==> config.mk <==
export PLATFORM = sky130hd
export DESIGN_NAME = reg_write_arbiter_flat
export DESIGN_NICKNAME = d
export VERILOG_FILES = /design/src/rtl/reg_write_arbiter_pkg.sv /design/src/rtl/reg_write_arbiter_if.sv /design/src/rtl/reg_write_arbiter_rr_arbiter2.sv /design/src/rtl/reg_write_arbiter.sv /design/src/flat_wrapper.sv
export SDC_FILE = /design/constraint.sdc
export NUM_CORES = 1
export LEC_CHECK = 0
export ABC_AREA = 1
export BUFFER_PORTS_ARGS = -buffer_cell sky130_fd_sc_hd__buf_2
export CAP_MARGIN = 10
export CORE_MARGIN = 4
export CORE_UTILIZATION = 57
export DETAILED_ROUTE_END_ITERATION = 16
export PLACE_DENSITY = 0.86
export SLEW_MARGIN = 30
export SYNTH_ARGS = -nofsm -noshare
export SYNTH_HDL_FRONTEND = slang
export SYNTH_SLANG_ARGS = --single-unit
==> constraint.sdc <==
create_clock -name clk_in -period 5 [get_ports clk_in]
set_clock_uncertainty 0.1 [all_clocks]
set_input_delay 1.25 -clock clk_in [delete_from_list [all_inputs] [get_ports clk_in]]
set_output_delay 1.25 -clock clk_in [all_outputs]
set_load 0.03 [all_outputs]
==> src/rtl/reg_write_arbiter_pkg.sv <==
// Shared definitions for the register writeback arbiter: default widths,
// architectural register count and requester identities.
package reg_write_arbiter_pkg;

   localparam int DATA_W_DEF = 32;
   localparam int IDX_W_DEF  = 5;
   localparam int NUM_REGS   = 32;
   localparam int CNT_W      = 6;

   // Requester positions inside the valid/grant vectors
   localparam int REQ_A = 0;   // ALU writeback
   localparam int REQ_B = 1;   // load writeback

   // Identity of the requester that won the most recent transfer
   typedef enum logic {
      GRANT_A = 1'b0,
      GRANT_B = 1'b1
   } req_id_e;

endpackage

==> src/rtl/reg_write_arbiter_if.sv <==
// Writeback request channels (ALU = requester 0, load = requester 1).
// The arbiter is the slave side; the producers drive the master side.
interface reg_write_arbiter_if #(
   parameter int DATA_W = 32,
   parameter int IDX_W  = 5
) ();

   logic              a_valid_in;
   logic [IDX_W-1:0]  a_idx_in;
   logic [DATA_W-1:0] a_data_in;
   logic              a_ready_out;

   logic              b_valid_in;
   logic [IDX_W-1:0]  b_idx_in;
   logic [DATA_W-1:0] b_data_in;
   logic              b_ready_out;

   modport master (
      output a_valid_in, a_idx_in, a_data_in,
      output b_valid_in, b_idx_in, b_data_in,
      input  a_ready_out, b_ready_out
   );

   modport slave (
      input  a_valid_in, a_idx_in, a_data_in,
      input  b_valid_in, b_idx_in, b_data_in,
      output a_ready_out, b_ready_out
   );

endinterface

==> src/rtl/reg_write_arbiter_rr_arbiter2.sv <==
// Two-way round-robin grant: a lone requester always wins; on contention
// the requester that did not win last time is granted.
module rr_arbiter2
   import reg_write_arbiter_pkg::*;
(
   input  logic [1:0] valid_in,
   input  req_id_e    last_grant_in,
   output logic [1:0] grant_out
);

   // One-hot grant from the current valids and the previous winner
   always_comb begin
      grant_out = valid_in;
      if (valid_in[REQ_A] && valid_in[REQ_B]) begin
         if (last_grant_in == GRANT_A) begin
            grant_out = 2'b10;
         end else begin
            grant_out = 2'b01;
         end
      end
   end

endmodule

==> src/rtl/reg_write_arbiter.sv <==
// Register file write-port arbiter with a busy-bit scoreboard.
// Two writeback sources share one write port through a round-robin
// arbiter; issued destinations are marked busy until written back, and
// decode is stalled while a source operand is still pending.
module reg_write_arbiter
   import reg_write_arbiter_pkg::*;
#(
   parameter int DATA_W = DATA_W_DEF,
   parameter int IDX_W  = IDX_W_DEF
) (
   input  logic              clk_in,
   input  logic              rst_n_in,
   reg_write_arbiter_if.slave wb,
   input  logic              issue_e_in,
   input  logic [IDX_W-1:0]  issue_idx_in,
   input  logic              rs1_e_in,
   input  logic [IDX_W-1:0]  rs1_idx_in,
   input  logic              rs2_e_in,
   input  logic [IDX_W-1:0]  rs2_idx_in,
   input  logic              flush_in,
   output logic              writeE_out,
   output logic [IDX_W-1:0]  writeIdx_out,
   output logic [DATA_W-1:0] writeData_out,
   output logic              stall_out,
   output logic [CNT_W-1:0]  busy_cnt_out
);

   logic [1:0]          valid_vec;
   logic [1:0]          grant_vec;
   logic [1:0]          ready_vec;
   logic                xfer_any;
   logic                xfer_live;
   logic                set_live;
   logic                cnt_inc;
   logic                cnt_dec;
   logic [IDX_W-1:0]    xfer_idx;
   logic [DATA_W-1:0]   xfer_data;

   req_id_e             last_grant_q, last_grant_d;
   logic                write_e_q, write_e_d;
   logic [IDX_W-1:0]    write_idx_q, write_idx_d;
   logic [DATA_W-1:0]   write_data_q, write_data_d;
   logic [NUM_REGS-1:0] busy_q, busy_d;
   logic [CNT_W-1:0]    busy_cnt_q, busy_cnt_d;

   assign valid_vec = {wb.b_valid_in, wb.a_valid_in};

   rr_arbiter2 u_rr_arbiter2 (
      .valid_in      (valid_vec),
      .last_grant_in (last_grant_q),
      .grant_out     (grant_vec)
   );

   // Readies are the grant, suppressed during flush and while held in reset
   always_comb begin
      ready_vec = grant_vec & {2{~flush_in & rst_n_in}};
      xfer_any  = |(ready_vec & valid_vec);
      xfer_idx  = ready_vec[REQ_B] ? wb.b_idx_in  : wb.a_idx_in;
      xfer_data = ready_vec[REQ_B] ? wb.b_data_in : wb.a_data_in;
      xfer_live = xfer_any && (xfer_idx != '0);
      set_live  = issue_e_in && (issue_idx_in != '0) && !flush_in;
   end

   assign wb.a_ready_out = ready_vec[REQ_A];
   assign wb.b_ready_out = ready_vec[REQ_B];

   // Next-state for grant history, write port and busy scoreboard
   always_comb begin
      last_grant_d = last_grant_q;
      write_e_d    = xfer_live;
      write_idx_d  = write_idx_q;
      write_data_d = write_data_q;
      busy_d       = busy_q;
      cnt_inc      = 1'b0;
      cnt_dec      = 1'b0;
      busy_cnt_d   = busy_cnt_q;

      if (xfer_any) begin
         last_grant_d = ready_vec[REQ_B] ? GRANT_B : GRANT_A;
         write_idx_d  = xfer_idx;
         write_data_d = xfer_data;
      end

      // Clear first so a same-index issue (new producer) wins
      if (xfer_live) begin
         busy_d[xfer_idx] = 1'b0;
      end
      if (set_live) begin
         busy_d[issue_idx_in] = 1'b1;
      end

      // Count follows the bits that actually flip
      cnt_inc = set_live && !busy_q[issue_idx_in];
      cnt_dec = xfer_live && busy_q[xfer_idx]
                && !(set_live && (issue_idx_in == xfer_idx));
      busy_cnt_d = busy_cnt_q + {{(CNT_W-1){1'b0}}, cnt_inc}
                              - {{(CNT_W-1){1'b0}}, cnt_dec};

      if (flush_in) begin
         busy_d     = '0;
         busy_cnt_d = '0;
      end
      busy_d[0] = 1'b0;
   end

   // State registers; reset makes requester 0 win the first contention
   always_ff @(posedge clk_in or negedge rst_n_in) begin
      if (!rst_n_in) begin
         last_grant_q <= GRANT_B;
         write_e_q    <= 1'b0;
         write_idx_q  <= '0;
         write_data_q <= '0;
         busy_q       <= '0;
         busy_cnt_q   <= '0;
      end else begin
         last_grant_q <= last_grant_d;
         write_e_q    <= write_e_d;
         write_idx_q  <= write_idx_d;
         write_data_q <= write_data_d;
         busy_q       <= busy_d;
         busy_cnt_q   <= busy_cnt_d;
      end
   end

   assign writeE_out    = write_e_q;
   assign writeIdx_out  = write_idx_q;
   assign writeData_out = write_data_q;
   assign busy_cnt_out  = busy_cnt_q;
   assign stall_out     = (rs1_e_in && busy_q[rs1_idx_in])
                       || (rs2_e_in && busy_q[rs2_idx_in]);

endmodule

==> src/flat_wrapper.sv <==
// flat-port wrapper written by rule: the top's interface ports become plain ports
module reg_write_arbiter_flat import reg_write_arbiter_pkg::*;
#(
   parameter int DATA_W = DATA_W_DEF,
   parameter int IDX_W  = IDX_W_DEF
)
  (clk_in, rst_n_in, issue_e_in, issue_idx_in, rs1_e_in, rs1_idx_in, rs2_e_in, rs2_idx_in, flush_in, writeE_out, writeIdx_out, writeData_out, stall_out, busy_cnt_out, wb_a_valid_in, wb_a_idx_in, wb_a_data_in, wb_b_valid_in, wb_b_idx_in, wb_b_data_in, wb_a_ready_out, wb_b_ready_out);
  reg_write_arbiter_if #(.DATA_W(DATA_W), .IDX_W(IDX_W)) wb_i ();
  input  logic clk_in;
  input  logic rst_n_in;
  input  logic issue_e_in;
  input  logic [IDX_W-1:0] issue_idx_in;
  input  logic rs1_e_in;
  input  logic [IDX_W-1:0] rs1_idx_in;
  input  logic rs2_e_in;
  input  logic [IDX_W-1:0] rs2_idx_in;
  input  logic flush_in;
  output logic writeE_out;
  output logic [IDX_W-1:0] writeIdx_out;
  output logic [DATA_W-1:0] writeData_out;
  output logic stall_out;
  output logic [CNT_W-1:0] busy_cnt_out;
  input wire logic [$bits(wb_i.a_valid_in)-1:0] wb_a_valid_in;
  input wire logic [$bits(wb_i.a_idx_in)-1:0] wb_a_idx_in;
  input wire logic [$bits(wb_i.a_data_in)-1:0] wb_a_data_in;
  input wire logic [$bits(wb_i.b_valid_in)-1:0] wb_b_valid_in;
  input wire logic [$bits(wb_i.b_idx_in)-1:0] wb_b_idx_in;
  input wire logic [$bits(wb_i.b_data_in)-1:0] wb_b_data_in;
  output wire logic [$bits(wb_i.a_ready_out)-1:0] wb_a_ready_out;
  output wire logic [$bits(wb_i.b_ready_out)-1:0] wb_b_ready_out;
  assign wb_i.a_valid_in = wb_a_valid_in;
  assign wb_i.a_idx_in = wb_a_idx_in;
  assign wb_i.a_data_in = wb_a_data_in;
  assign wb_i.b_valid_in = wb_b_valid_in;
  assign wb_i.b_idx_in = wb_b_idx_in;
  assign wb_i.b_data_in = wb_b_data_in;
  assign wb_a_ready_out = wb_i.a_ready_out;
  assign wb_b_ready_out = wb_i.b_ready_out;
  reg_write_arbiter #(.DATA_W(DATA_W), .IDX_W(IDX_W)) u_core (.clk_in(clk_in), .rst_n_in(rst_n_in), .wb(wb_i), .issue_e_in(issue_e_in), .issue_idx_in(issue_idx_in), .rs1_e_in(rs1_e_in), .rs1_idx_in(rs1_idx_in), .rs2_e_in(rs2_e_in), .rs2_idx_in(rs2_idx_in), .flush_in(flush_in), .writeE_out(writeE_out), .writeIdx_out(writeIdx_out), .writeData_out(writeData_out), .stall_out(stall_out), .busy_cnt_out(busy_cnt_out));
endmodule
==> results of run 1 <==
==> kinds of logic after synthesis <==
group           after synthesis  share of synthesized area [%]
simple gates                383                          30.88
fa+ha+maj                     7                          1.835
compound gates              189                          20.69
flops                        76                          36.72
buf+inv                     122                          9.536
xor+xnor                      2                         0.3381
==> placed cells by master, fill, tap and decap left out, types with 3 or more instances in the layout <==
cell,n
nand2_1,231
buf_2,143
inv_1,83
nor2_1,75
dfrtp_1,75
o21ai_0,74
nand3_1,42
a21oi_1,41
a31oi_1,32
o22ai_1,12
nor3_1,11
buf_4,11
o211ai_1,10
clkbuf_8,10
nand2_2,8
nand4_1,7
o21ai_1,7
ha_1,6
a22oi_1,5
a21oi_2,4
nor2_4,3
==> layer usage <==
layer,share of wire (%),vias up,global-route usage (%)
met4,2.9,0,13.65
li1,-,2828,-
met2,47,399,56.18
met1,40,2772,44.81
met5,0,-,0
met3,10,51,7.981
==> flip-flops by register name (all words and copies together), names as in the netlist <==
name,flops
u_core.writeData_out,32
u_core.busy_q,31
u_core.busy_cnt_out,6
u_core.writeIdx_out,5
u_core.last_grant_q,1
u_core.writeE_out,1
==> report_power, final <==
group          switching (W)  total (W)  internal, W
Clock               0.000248   0.000494     0.000246
Combinational       0.000461   0.000668     0.000208
Sequential         0.0000484   0.000739     0.000690
==> final cells by class <==
type,instances,area [um^2]
multi-input cells,581,2788
clock inverters,5,60.06
inverters,87,331.6
flip-flops and latches,76,1903
repair buffers,155,809.5
clock buffers,11,141.4
fillers,738,2595
well taps,108,135.1
==> stage by stage <==
step                      utilization [%]  hold slack, ps  instance area, um^2  std cells
after floorplan                         -           371.1                 5182        779
after global placement              68.05           368.1                 5963       1007
after detailed placement            68.05           368.8                 5963       1007
after CTS                           70.35           387.5                 6165       1023
after global routing                70.39           407.2                 6168       1023
final                               70.39           387.0                 6168       1023
==> synth_stat cells (all sizes together) <==
cell and number:
a211o 1, a21oi 45, a22oi 5, a31oi 32, buf 12, clkbuf 23
clkinv 2, dfrtp 75, dfstp 1, fa 1, ha 6, inv 85
nand2 241, nand3 43, nand3b 2, nand4 7, nor2 78, nor3 11
nor4 1, o211ai 11, o21ai 81, o221ai 2, o22ai 12, xnor2 1
xor2 1
==> critical path, delay by kind of cell <==
kind / cells / cell delay (ps)
fa+ha+maj: 3 / 890
buf+inv: 4 / 240
simple gates: 11 / 1700
compound gates: 4 / 420
==> how the worst max path moves through the flow <==
| stage | from | to | slack (ps) | cells after the start |
|---|---|---|---|---|
| final | rst_n_in | u_core.busy_cnt_out[4]$_DFF_PN0_ | 650 | 22 |
| after global routing | rst_n_in | u_core.busy_cnt_out[4]$_DFF_PN0_ | 370 | 25 |
| after CTS | rst_n_in | u_core.busy_cnt_out[4]$_DFF_PN0_ | 740 | 22 |
| after detailed placement | rst_n_in | u_core.busy_cnt_out[4]$_DFF_PN0_ | 360 | 22 |
| after global placement | rst_n_in | u_core.busy_cnt_out[4]$_DFF_PN0_ | 480 | 22 |
| after floorplan | rst_n_in | u_core.busy_cnt_out[4]$_DFF_PN0_ | 950 | 25 |
==> results_dict.tcl, run 1 <==
set metrics [dict create \
    status "complete, no violations" \
    holdPathStages 2 \
    hold_start "u_core.writeIdx_out[3]$_DFFE_PN0P_" \
    finalWirelength_um 18020 \
    hold_buffers 0 \
    setup_tns_ps 0 \
    gp_congestion 1.006 \
    ioPinCount 144 \
    antenna_left 0 \
    rows 34 \
    ff2ff_path_depth 23 \
    synth_area_um2 5182 \
    syn_inst 779 \
    required_ps 5160 \
    cts_buffers 9 \
    hpwlAfterDp_um 13560 \
    cpPeakStageDelay_ps 400 \
    grt_max_degree 77 \
    hold_violations 0 \
    peakVddDrop_mv 0.1904 \
    synth_top_area_cell "dfrtp_1" \
    grt_pass1_wl_um 28510 \
    start_kind "primary input" \
    syn_nets 883 \
    post_cts_buffers 0 \
    slew_headroom_pct 53.61 \
    die_area_um2 10680 \
    synth_seq_area_share_pct 36.72 \
    yosysTopAreaCellShare_pct 36.21 \
    place_ws_ps 356.3 \
    crit_slowest_cell "fa_1" \
    rr_startpoint "u_core.last_grant_q$_DFFE_PN1P_" \
    globalRouteOverflowTotal 0 \
    yosysWarningCount 0 \
    clkTransAtPathRegs_ps 90 \
    timing.final.ws_setup_ps 652.3 \
    period_minus_slack_ps 4348 \
    maxCapViolCount 0 \
    slew_viol_final 0 \
    avgSynthCellArea_um2 6.653 \
    ff2ff_setup_slack_ps 1250 \
    max_freq_mhz 230.0 \
    cts_tree "yes" \
    cts-root-buf "clkbuf_8" \
    via_count 6050 \
    cts.sink_count 76 \
    numPortBuffers 143 \
    rsz0062_at_grt "false" \
    arrival_ps 4510 \
    htree_levels 3 \
    crit_fanout 18 \
    hold_path.class "register to register" \
    chipWidth_um 103.4 \
    ctsLongestPathBuffers 2 \
    start_util_pct 59.14 \
    setup_viol 0 \
    min_delay_worst_endpoint "u_core.writeIdx_out[3]$_DFFE_PN0P_" \
    power.density_nw_per_um2 308.2 \
    antenna_cells 0 \
    power_leakage_nw 3.039 \
    fp.dieH_um 103.4 \
    syn2layout_area_growth_pct 19.02 \
    via_per_inst 5.914 \
    cp_cell_sequence "buf_2, inv_1, nor2_4, nand3_4, nand2_2, nand2_1, nor2_4, nand2_2, nand2_4, a21oi_1, nand2_1, nor2_1, ha_1, inv_1, ha_1, fa_1, nand2_1, inv_1, o21ai_0, nand2_1, o21ai_0, a21oi_1" \
    layout-drive-gt1-share_pct 21.09 \
    cpMostUsedCell "nand2_1" \
    clk_latency_ps 370 \
    tightest_slew_ps 689.4 \
    design.core.area_um2 8763 \
    nets 1014 \
    criticalPathCategory "primary input to register" \
    cp-end-kind "register" \
    drcViolationCount 0 \
    timing.rr.end "u_core.busy_cnt_out[4]$_DFF_PN0_" \
    power.total_w 0.001901 \
    routedWlPerCell_um 17.61 \
    synth_cell_type_count 38 \
    fin_crit_sh_pct 86.95 \
    grt_pass1_vias 5766 \
    cts_resized 0 \
    antenna_found_initial 0 \
    dr.pass1.iters 5 \
    synth_area_leaders "dfrtp_1 36%, nand2_1 17%, o21ai_0 7.1%, inv_1 6.0%, nor2_1 5.4%" \
    drtIter0Drc 459 \
    track_usage_pct 34.60 \
    ys_ff_latch 76 \
]
(Power assumes the default switching activity.)
==> run 2: changes to the inputs <==
CORE_UTILIZATION = 45   (was 57)
CTS_CLUSTER_SIZE = 14   (was unset)
PLACE_DENSITY = 0.7   (was 0.86)
==> results_dict.tcl, run 2 (synthesis results as in run 1) <==
set metrics [dict create \
    via_count 5732 \
    grt_pass1_wl_um 27410 \
    clk_latency_ps 350 \
    rows 38 \
    layout-drive-gt1-share_pct 21.09 \
    cp_num_buf_inv 3 \
    arrival_ps 4390 \
    start_kind "primary input" \
    post_cts_buffers 0 \
    cts-root-buf "clkbuf_16" \
    start_util_pct 46.98 \
    multi_input_area_um2 2788 \
    cts_buffers 9 \
    largest_reg_flops 32 \
    dr.pass1.iters 5 \
    drtIter0Drc 509 \
    tightest_slew_ps 707.5 \
    regArea_um2 1903 \
    final_area_um2 6310 \
    layout_common_cells "231 x nand2_1, 142 x buf_2, 83 x inv_1, 75 x nor2_1, 75 x dfrtp_1" \
    required_ps 5130 \
    criticalPathCategory "primary input to register" \
    cp.depth 21 \
    via_per_inst 5.433 \
    period_minus_slack_ps 4266 \
    chipWidth_um 115.3 \
    rsz0062_at_grt "false" \
    hold_path.class "register to register" \
    hold_buffers 0 \
    numPortBuffers 143 \
    cp_cell_sequence "buf_2, nor2_4, nand3_4, nand2_2, nand2_1, nor2_4, nand2_2, nand2_4, a21oi_1, nand2_1, nor2_1, ha_1, inv_1, ha_1, fa_1, nand2_1, inv_1, o21ai_0, nand2_1, o21ai_0, a21oi_1" \
    ioPinCount 144 \
    power.density_nw_per_um2 325.6 \
    syn2layout_area_growth_pct 21.75 \
    cpMostUsedCell "nand2_1" \
    ctsLongestPathBuffers 2 \
    globalRouteOverflowTotal 0 \
    drcViolationCount 0 \
    cts_resized 0 \
    maxCapViolCount 0 \
    hpwlAfterDp_um 12790 \
    crit_fanout 18 \
    ff2ff_path_depth 21 \
    hold_start "u_core.writeIdx_out[1]$_DFFE_PN0P_" \
    crit_slowest_cell "fa_1" \
    cts_tree "yes" \
    routedWlPerCell_um 16.21 \
    peakVddDrop_mv 0.2287 \
    final_common_cell "nand2_1" \
    design.core.area_um2 11030 \
    crit_start "flush_in" \
    fp.dieH_um 115.3 \
    htree_levels 3 \
    nets 1014 \
    grt_pass1_vias 5501 \
    die_area_um2 13300 \
    power_leakage_nw 3.079 \
    status "complete, no violations" \
    crit_family "simple AND/OR/NAND/NOR gates" \
    fin_crit_sh_pct 85.32 \
    track_usage_pct 26.35 \
    gp_congestion 1.019 \
    cts.sink_count 76 \
    slew_viol_final 0 \
    rr_startpoint "u_core.last_grant_q$_DFFE_PN1P_" \
    antenna_found_initial 0 \
    max_freq_mhz 234.4 \
    nFillCells 1135 \
    holdPathStages 2 \
    antenna_cells 0 \
    clkTransAtPathRegs_ps 60 \
    antenna_left 0 \
    cp-end-kind "register" \
    grt_max_degree 77 \
    finalWirelength_um 17100 \
    slew_headroom_pct 52.40 \
    setup_viol 0 \
    fin_util_pct 57.20 \
    cpPeakStageDelay_ps 370 \
    hold_violations 0 \
    placed_area_um2 6006 \
    setup_tns_ps 0 \
]
-- run 2: cell count changes in the layout (fill, tap and decap cells not counted), sizes merged --
cell      change
clkinv        -1
clkinvlp      +1
inv           +1
clkbuf        -1
-- run 2: worst min-delay path, cell delays in order (launching register included) --
cell and delay [ps]:
dfrtp_1 340, nand2_1 50, o21ai_0 60
-- run 2: cell type report --
cell class,count,share of cell area (%)
Clock inverter,6,1.130
Clock buffer,10,3.629
Multi-Input combinational cell,581,44.18
Timing Repair Buffer,155,12.87
Tap cell,140,2.776
Inverter,87,5.255
Sequential cell,76,30.16
-- run 2: final timing paths --
path,end,slack (ps)
worst max register to register,u_core.busy_cnt_out[4]$_DFF_PN0_,1360
max in group asynchronous,u_core.busy_cnt_out[3]$_DFF_PN0_,3390
worst max-delay path,u_core.busy_cnt_out[4]$_DFF_PN0_,730
min in group asynchronous,u_core.writeData_out[20]$_DFFE_PN0P_,930
worst min register to register,u_core.writeIdx_out[1]$_DFFE_PN0P_,380
worst min-delay path,u_core.writeIdx_out[1]$_DFFE_PN0P_,380
-- run 2: per-layer routing --
metal  GRT usage, %  vias to the layer above  wire length [um]  share of wire (%)
li1               -                     2827                 -                  -
met5              0                        -                 0                  0
met2          41.20                      313              7715                 45
met1          34.40                     2553              7070                 41
met3          7.737                       39              1791                 10
met4          10.49                        0               522                3.1
-- run 2: where the power goes --
part,leakage [nW],switching (W),internal (W),total (W)
Clock,0.140,0.000275,0.000391,0.000666
Sequential,0.949,0.0000465,0.000691,0.000738
Combinational,1.99,0.000444,0.000206,0.000650
-- run 2: per-stage QoR --
stage          total power, W  instances  hold slack, ps  setup WS [ps]
6_report             0.002054       1055           380.0          734.1
5_1_grt              0.002174       1055           420.2          437.6
4_1_cts              0.002070       1055           387.0          760.6
3_5_place_dp         0.001397       1039           372.1          382.9
3_3_place_gp         0.001396       1039           365.5          503.3
2_1_floorplan        0.001187        779           371.1          947.9
